## src/rtl/hazard_pkg.sv

```systemverilog
// Shared constants for the pipeline hazard controller.
// Forwarding select encodings, the x0 register id and the stall FSM states.
package hazard_pkg;

  // Operand source selects for the EX-stage ALU inputs
  localparam logic [1:0] FWD_RF  = 2'b00;
  localparam logic [1:0] FWD_MEM = 2'b10;
  localparam logic [1:0] FWD_WB  = 2'b01;

  // x0 is hardwired to zero and is never a hazard or forwarding source
  localparam logic [4:0] REG_X0 = 5'd0;

  typedef enum logic {
    RUN     = 1'b0,
    LDSTALL = 1'b1
  } state_t;

endpackage

```

## src/rtl/hazard_ctrl_fwd_sel.sv

```systemverilog
// Purpose: forwarding select for one EX operand (EX/MEM beats MEM/WB, x0 never forwards).
// Latency: purely combinational, zero cycles.
// Backpressure: none; a disabled operand always selects the register file.
import hazard_pkg::*;

module fwd_sel (
  input  logic       i_en,
  input  logic [4:0] i_rs,
  input  logic [4:0] i_mem_rd,
  input  logic       i_mem_we,
  input  logic [4:0] i_wb_rd,
  input  logic       i_wb_we,
  output logic [1:0] o_sel
);

  // Priority compare: the younger EX/MEM result shadows the older MEM/WB one
  always_comb begin
    o_sel = FWD_RF;
    if (i_en) begin
      if (i_mem_we && (i_mem_rd != REG_X0) && (i_mem_rd == i_rs)) begin
        o_sel = FWD_MEM;
      end else if (i_wb_we && (i_wb_rd != REG_X0) && (i_wb_rd == i_rs)) begin
        o_sel = FWD_WB;
      end
    end
  end

endmodule

```

## src/rtl/hazard_ctrl.sv

```systemverilog
// Purpose: load-use stall / jump flush control and EX operand forwarding; HAZARD_PERF_EN adds perf counters.
// Latency: controls combinational in the detecting cycle; extended load stalls last LOAD_STALL_CYCLES total.
// Backpressure: stalls PC and IF/ID while bubbling ID/EX; taken jump flushes IF/ID and ID/EX.
import hazard_pkg::*;

module hazard_ctrl #(
  parameter int LOAD_STALL_CYCLES = 1
) (
  input  logic       clk,
  input  logic       rst,
  input  logic [4:0] id_rs1,
  input  logic [4:0] id_rs2,
  input  logic       id_uses_rs1,
  input  logic       id_uses_rs2,
  input  logic [4:0] ex_rs1,
  input  logic [4:0] ex_rs2,
  input  logic       ex_hasrs2,
  input  logic       ex_without_rs,
  input  logic [4:0] ex_rd,
  input  logic       ex_mem_read,
  input  logic       ex_jump_taken,
  input  logic [4:0] mem_rd,
  input  logic [4:0] wb_rd,
  input  logic       mem_reg_write,
  input  logic       wb_reg_write,
  output logic       pc_stall,
  output logic       ifid_stall,
  output logic       ifid_flush,
  output logic       idex_flush,
  output logic [1:0] fwd_a,
  output logic [1:0] fwd_b
`ifdef HAZARD_PERF_EN
  ,
  output logic [31:0] perf_stall_cycles,
  output logic [31:0] perf_flush_events
`endif
);

  state_t     r_state;
  state_t     w_state_nxt;
  logic [2:0] r_cnt;
  logic [2:0] w_cnt_nxt;
  logic       w_hazard_lu;

  // Load in EX whose destination is read by the instruction in ID
  assign w_hazard_lu = ex_mem_read && (ex_rd != REG_X0) &&
                       ((id_uses_rs1 && (id_rs1 == ex_rd)) ||
                        (id_uses_rs2 && (id_rs2 == ex_rd)));

  // State and remaining-bubble counter
  always_ff @(posedge clk) begin
    if (rst) begin
      r_state <= RUN;
      r_cnt   <= 3'd0;
    end else begin
      r_state <= w_state_nxt;
      r_cnt   <= w_cnt_nxt;
    end
  end

  // Next state and stall/flush controls; reset forces every control low
  always_comb begin
    w_state_nxt = r_state;
    w_cnt_nxt   = r_cnt;
    pc_stall    = 1'b0;
    ifid_stall  = 1'b0;
    ifid_flush  = 1'b0;
    idex_flush  = 1'b0;
    case (r_state)
      RUN: begin
        if (ex_jump_taken) begin
          // ID holds a wrong-path instruction, so its hazard is irrelevant
          ifid_flush = 1'b1;
          idex_flush = 1'b1;
        end else if (w_hazard_lu) begin
          pc_stall   = 1'b1;
          ifid_stall = 1'b1;
          idex_flush = 1'b1;
          if (LOAD_STALL_CYCLES > 1) begin
            w_state_nxt = LDSTALL;
            w_cnt_nxt   = 3'(LOAD_STALL_CYCLES - 2);
          end
        end
      end
      LDSTALL: begin
        // EX carries a bubble here, so a jump indication is spurious
        pc_stall   = 1'b1;
        ifid_stall = 1'b1;
        idex_flush = 1'b1;
        if (r_cnt == 3'd0) begin
          w_state_nxt = RUN;
        end else begin
          w_cnt_nxt = r_cnt - 3'd1;
        end
      end
      default: begin
        w_state_nxt = RUN;
        w_cnt_nxt   = 3'd0;
      end
    endcase
    if (rst) begin
      pc_stall   = 1'b0;
      ifid_stall = 1'b0;
      ifid_flush = 1'b0;
      idex_flush = 1'b0;
    end
  end

  logic [1:0] w_fwd_a;
  logic [1:0] w_fwd_b;

  fwd_sel u_fwd_a (
    .i_en     (!ex_without_rs),
    .i_rs     (ex_rs1),
    .i_mem_rd (mem_rd),
    .i_mem_we (mem_reg_write),
    .i_wb_rd  (wb_rd),
    .i_wb_we  (wb_reg_write),
    .o_sel    (w_fwd_a)
  );

  fwd_sel u_fwd_b (
    .i_en     (ex_hasrs2 && !ex_without_rs),
    .i_rs     (ex_rs2),
    .i_mem_rd (mem_rd),
    .i_mem_we (mem_reg_write),
    .i_wb_rd  (wb_rd),
    .i_wb_we  (wb_reg_write),
    .o_sel    (w_fwd_b)
  );

  assign fwd_a = rst ? FWD_RF : w_fwd_a;
  assign fwd_b = rst ? FWD_RF : w_fwd_b;

`ifdef HAZARD_PERF_EN
  logic [31:0] r_perf_stall;
  logic [31:0] r_perf_flush;

  // Saturating event counters; a flush is only ever caused by a taken jump
  always_ff @(posedge clk) begin
    if (rst) begin
      r_perf_stall <= 32'd0;
      r_perf_flush <= 32'd0;
    end else begin
      if (pc_stall && (r_perf_stall != 32'hFFFF_FFFF)) begin
        r_perf_stall <= r_perf_stall + 32'd1;
      end
      if (ifid_flush && (r_perf_flush != 32'hFFFF_FFFF)) begin
        r_perf_flush <= r_perf_flush + 32'd1;
      end
    end
  end

  assign perf_stall_cycles = r_perf_stall;
  assign perf_flush_events = r_perf_flush;
`endif

endmodule

```

## config.mk

```make
export PLATFORM = sky130hd
export DESIGN_NAME = hazard_ctrl
export DESIGN_NICKNAME = d
export VERILOG_FILES = /design/src/rtl/hazard_pkg.sv /design/src/rtl/hazard_ctrl_fwd_sel.sv /design/src/rtl/hazard_ctrl.sv
export SDC_FILE = /design/constraint.sdc
export NUM_CORES = 1
export LEC_CHECK = 0
export BUFFER_PORTS_ARGS = -buffer_cell sky130_fd_sc_hd__buf_4
export CAP_MARGIN = 20
export CORE_MARGIN = 2
export CORE_UTILIZATION = 34
export CTS_CLUSTER_DIAMETER = 30
export DETAILED_ROUTE_END_ITERATION = 10
export PLACE_DENSITY = 0.72
export RECOVER_POWER = 50
export SYNTH_ARGS = -nofsm -noshare
export SYNTH_HDL_FRONTEND = slang
export SYNTH_SLANG_ARGS = --single-unit
export TNS_END_PERCENT = 30
```

## constraint.sdc

```tcl
create_clock -name clk -period 1.38 [get_ports clk]
set_clock_uncertainty 0.15 [all_clocks]
set_input_delay 0.138 -clock clk [delete_from_list [all_inputs] [get_ports clk]]
set_output_delay 0.138 -clock clk [all_outputs]
set_load 0.005 [all_outputs]
```

======== Word level (Yosys, flattened, before mapping) ========
Index checks and enable logic that the tools add are counted.
word-level totals
  flip-flop bits (word level) ............. 4
  memory bits (read-only) ................. 0
  RAM bits ................................ 0
  output and inout port bits .............. 8
  bits in latches ......................... 0
  bits of input ports ..................... 45
  memories ................................ 0
  logic and storage cells ................. 49
cells by class
  equal/unequal tests ..................... 6
  $mul .................................... 0
  shifts and indexed selects .............. 0
  divide/modulo/power cells ............... 0
  reduce and logical (&&, ||, !) cells .... 19
  bitwise gates (word level) .............. 2
  add/sub/neg operators ................... 1
  magnitude comparators ................... 0
  multiplexer cells ....................... 19
operator list
  cell                   number
  $eq A5 B5 Y1           6
  $reduce_bool A5 Y1     3
  $mux W2                6
  $logic_and A1 B1 Y1    11
  $mux W1                11
  $pmux W1 S2            2
  $logic_not A3 Y1       1
  $sub A3 B1 Y3 const B  1
  $not A1 Y1             2
  $reduce_and A2 Y1      1
  $reduce_or A2 Y1       1
  $logic_not A1 Y1       1
  $logic_or A1 B1 Y1     1

======== Logic depth before layout (Yosys ltp) ========
  word-level depth ........................ 8
  gate-level depth with buffers ........... 6
  gate-level depth less buffers ........... 6

======== Modules after synthesis ========
Synthesis repeated with hierarchy kept, for this count alone.
second synthesis, totals
  cell total of the unflattened synthesis .. 90
  area total of the unflattened synthesis .. 698.2 um2
modules (own cells, without submodules)
  module       sequential area each (um2)  area each (um2)  cells each  instances
  hazard_ctrl  80.1                        395.4            48          1
  fwd_sel      0.0                         151.4            21          2

======== Worst setup path after synthesis ========
Ideal clock, no wire load.
  kind .................................... flip-flop to flip-flop
  from .................................... register r_cnt[0]
  to ...................................... register r_cnt[1]
  buffers on the path ..................... 0
  setup time .............................. 0.065 ns
  data arrival time ....................... 1.288 ns
  clock period less this slack ............ 1.503 ns
  setup slack ............................. -0.123 ns
  stages on the path, launching flop included .. 7
  required time ........................... 1.165 ns
  cell sequence ........................... dfxtp_1 > inv_1 > ha_1 > inv_1 > o21ai_0 > mux2_2 > nor2_1
between the ends
  cells in the longest elaborated chain, start to end .. 3
  elaborated cells between the ends (all ways) .. 4
  classes of those cells .................. 1 x add/sub; 1 x bitwise; 2 x reduce/logical
ends and longest elaborated chain
  item                                                                   RTL line           text
  start, declared                                                        hazard_ctrl.sv:41  logic [2:0] r_cnt;
  start signal, assigned                                                 hazard_ctrl.sv:57  r_cnt <= w_cnt_nxt;
  parallel branches: the longest is 3 deep, another holds $sub A3 B1 Y3  --
Several ways; the timed one is not identified.
A chain may end at the register's enable or synchronous reset.

======== Final worst setup path ========
  from .................................... input id_rs1[3]
  to ...................................... output ifid_stall
between the ends
  cells in the longest elaborated chain, start to end .. 8
ends and longest elaborated chain
  item                 RTL line            text
  start, declared      hazard_ctrl.sv:11   input logic [4:0] id_rs1,
  $eq A5 B5 Y1         hazard_ctrl.sv:47   ((id_uses_rs1 && (id_rs1 == ex_rd)) ||
  $logic_and A1 B1 Y1  hazard_ctrl.sv:47
  $logic_or A1 B1 Y1   hazard_ctrl.sv:47
  $logic_and A1 B1 Y1  hazard_ctrl.sv:46   assign w_hazard_lu = ex_mem_read && (ex_rd != REG_X0) &&
  $mux W1              hazard_ctrl.sv:75   end else if (w_hazard_lu) begin
  $mux W1              hazard_ctrl.sv:71   if (ex_jump_taken) begin
  $pmux W1 S2          hazard_ctrl.sv:69   case (r_state)
  $mux W1              hazard_ctrl.sv:101  if (rst) begin
  end, declared        hazard_ctrl.sv:27   output logic ifid_stall,
No other way between the ends.

==> summary.md <==
| Metric | Value |
|---|---|
| CP Data Required Time | `1.09 ns` |
| Hold WS | `-0.00706 ns` |
| Power per cell area | `434 nW/µm²` |
| Row count | `15` |
| Synth area leaders | `xor2_1 27%, xnor2_1 15%, dfxtp_1 13%` |
| Number of global-route vias before repair | `764` |
| CP max stage delay | `0.40 ns` |
| Failing checks | `hold timing, setup timing` |
| Syn nets | `126` |
| Setup ws final | `-0.344 ns` |
| Internal power | `383 µW` |
| Post-route setup TNS | `-1.87 ns` |
| DP Worst Slack | `-0.393 ns` |
| Status | `complete, but fails checks` |
| Commonest non-fill, non-tap cell in the layout | `buf_4` |
| Crit path time final | `1.72 ns` |
| Hold WC Path Type | `input pin to flip-flop` |
| Synth warnings | `0` |
| Core area | `1750 µm²` |
| Initial antenna violation count | `0` |
| Clock Sinks | `4` |
| Share of cells above drive strength 1 | `54.7%` |
| Worst reg2reg path depth | `6` |
| Most frequent cells in the layout | `67 x buf_4, 20 x xor2_1, 11 x xnor2_1` |
| Critical Path End Type | `output pin` |
| Ant. Diodes | `0` |
| Sw frac | `28.5%` |
| WS Path Type | `input pin to output pin` |
| Gr usage total | `18.9%` |
| Initial Util | `36.7%` |
| First-pass GRT wire length | `2960 µm` |
| Area of the die | `2250 µm²` |
| Least-Margin Pin Slew | `0.451 ns` |
| Post-synth top area cell | `xor2_1` |
| Synth top area share | `27.3%` |
| WL/cell | `12.0 µm` |
| Final Hold Viols | `3` |
| Peak supply drop | `0.259 mV` |
| Port Buf Inserts | `52` |
| Initial DRC count | `3` |
| Gate Count Post-Synth | `79` |
| RD Place Congestion | `0.758` |
| Die height | `47.4 µm` |
| Startpoint Class | `input pin` |
| Comb pwr share | `51.3%` |
| Final WL | `2100 µm` |
| Netlist Area Pre-Place | `641 µm²` |
| Post-synthesis cell type count | `29` |
| F_max | `580 MHz` |
| Vias/cell | `4.71` |
| Final Net Count | `199` |
| RSZ-0062 raised after global routing | `yes` |
| Slew Limit Headroom | `69.7%` |
| Avg Cell Area, Syn | `8.11 µm²` |
| Worst-path clk slew | `0.04 ns` |
| TritonCTS Buffers | `3` |
| Drt first pass iters | `2` |
| Clock Path Buffers | `2` |
| R2R setup slack | `-0.02 ns` |
| # fillers | `138` |
| Worst Hold Depth | `2` |
| CP max FO | `2` |
| Final core occ | `70.8%` |
| Total grt overflow | `0` |
| Area used by multi-input combinational logic | `553 µm²` |
| Max-slew violation count | `0` |
| Vias after detailed routing | `825` |
| Clk_lat worst skew | `0.23 ns` |
| Flops & latches, synth | `4` |
| Pin count of the biggest net entering global routing | `11` |
| Number of max-cap violations | `0` |
| Final setup fails | `8` |
| Area Overhead vs Synth | `92.8%` |
| Die Width | `47.4 µm` |
| Register area | `80.1 µm²` |
| ANT nets after route | `0` |
| CP arrival | `1.44 ns` |
| CP max-delay cell | `o41ai_2` |
| CTS tree | `yes` |
| Dpl hpwl | `1850 µm` |
| Seq pwr share | `21.7%` |
| H-tree depth | `1` |
| Clock network power share | `27.0%` |
| Root buf cell | `clkbuf_4` |
| Fin crit share | `125%` |
| Postcts setup bufs | `0` |
| Sequential fraction of the synthesis area | `12.5%` |
| Psw | `153 µW` |
| Leakage | `0.582 nW` |
| Crit-path cells | `buf_6, xor2_1, nor4_2, a32oi_1, o41ai_2, buf_4` |
| Num ports | `53` |
| DRC errors left | `0` |
## registers in the layout, indices dropped and copies added, names as in the netlist
register / flops
r_cnt: 3
r_state: 1
## critical path: cells and delay by family
family | cells | cell delay, ns
AND/OR/NAND/NOR | 1 | 0.29
buffers and inverters | 2 | 0.26
AO/OA/AOI/OAI | 2 | 0.58
XOR/XNOR | 1 | 0.16
## what timing repair did
item / CTS / global route
endpoints found under the hold margin: 4 / 0
resized for setup: 4 / 4
pin swaps: 2 / 1
endpoints found under the setup margin: 8 / 9
## power by group through the flow
stage / logic [mW] / clock network [mW] / registers (mW)
2_1_floorplan: 0.0882 / 0 / 0.118
3_3_place_gp: 0.261 / 0 / 0.118
3_5_place_dp: 0.267 / 0 / 0.118
4_1_cts: 0.271 / 0.149 / 0.116
5_1_grt: 0.297 / 0.156 / 0.116
6_report: 0.275 / 0.145 / 0.116
## metal layers
| layer | track usage (%) | up-vias | share of wire [%] |
|---|---|---|---|
| li1 | - | 420 | - |
| met1 | 17.9 | 357 | 34 |
| met2 | 40.3 | 48 | 55 |
| met3 | 2.69 | 0 | 11 |
| met4 | 5.00 | 0 | 0 |
| met5 | 0 | - | 0 |
## cell type report
cell class | instances | area share, %
inverter | 3 | 0.912
multi-input combinational | 70 | 44.8
tap | 25 | 2.53
sequential | 4 | 6.48
clock buffer | 3 | 1.82
timing repair buffer | 70 | 43.5
## worst paths after layout
kind                                       startpoint                     to
worst max-delay path                        id_rs1[3]             ifid_stall
worst min-delay path                              rst  r_cnt[1]$_SDFFE_PP0P_
worst max register to register  r_cnt[1]$_SDFFE_PP0P_  r_cnt[1]$_SDFFE_PP0P_
worst min register to register  r_cnt[2]$_SDFFE_PP0P_  r_cnt[2]$_SDFFE_PP0P_
## stage by stage
step / cell area (µm²) / power, mW / instances
after floorplan: 641 / 0.206 / 79
after global placement: 1190 / 0.379 / 172
after detailed placement: 1190 / 0.385 / 172
after CTS: 1220 / 0.537 / 175
after global routing: 1230 / 0.569 / 175
final: 1230 / 0.536 / 175
## synthesized netlist by cell type, drive strengths merged
library cell  count
xor2             20
xnor2            11
nor4              6
nor2              5
dfxtp             4
o21ai             4
inv               3
nand3             3
nor3              3
or4               3
and2              2
ha                2
a21oi             1
a32oi             1
and3              1
buf               1
clkbuf            1
mux2              1
nand2             1
nand2b            1
nand4             1
nor3b             1
o21bai            1
o31ai             1
o41ai             1
## cell families after synthesis
logic type      share of synthesized area, %
compound gates                          10.7
xor+xnor                                42.4
fa+ha+maj                               3.91
buf+inv                                 3.52
flops                                   12.5
mux                                     1.76
simple gates                            25.2
(Power assumes the default switching activity.)
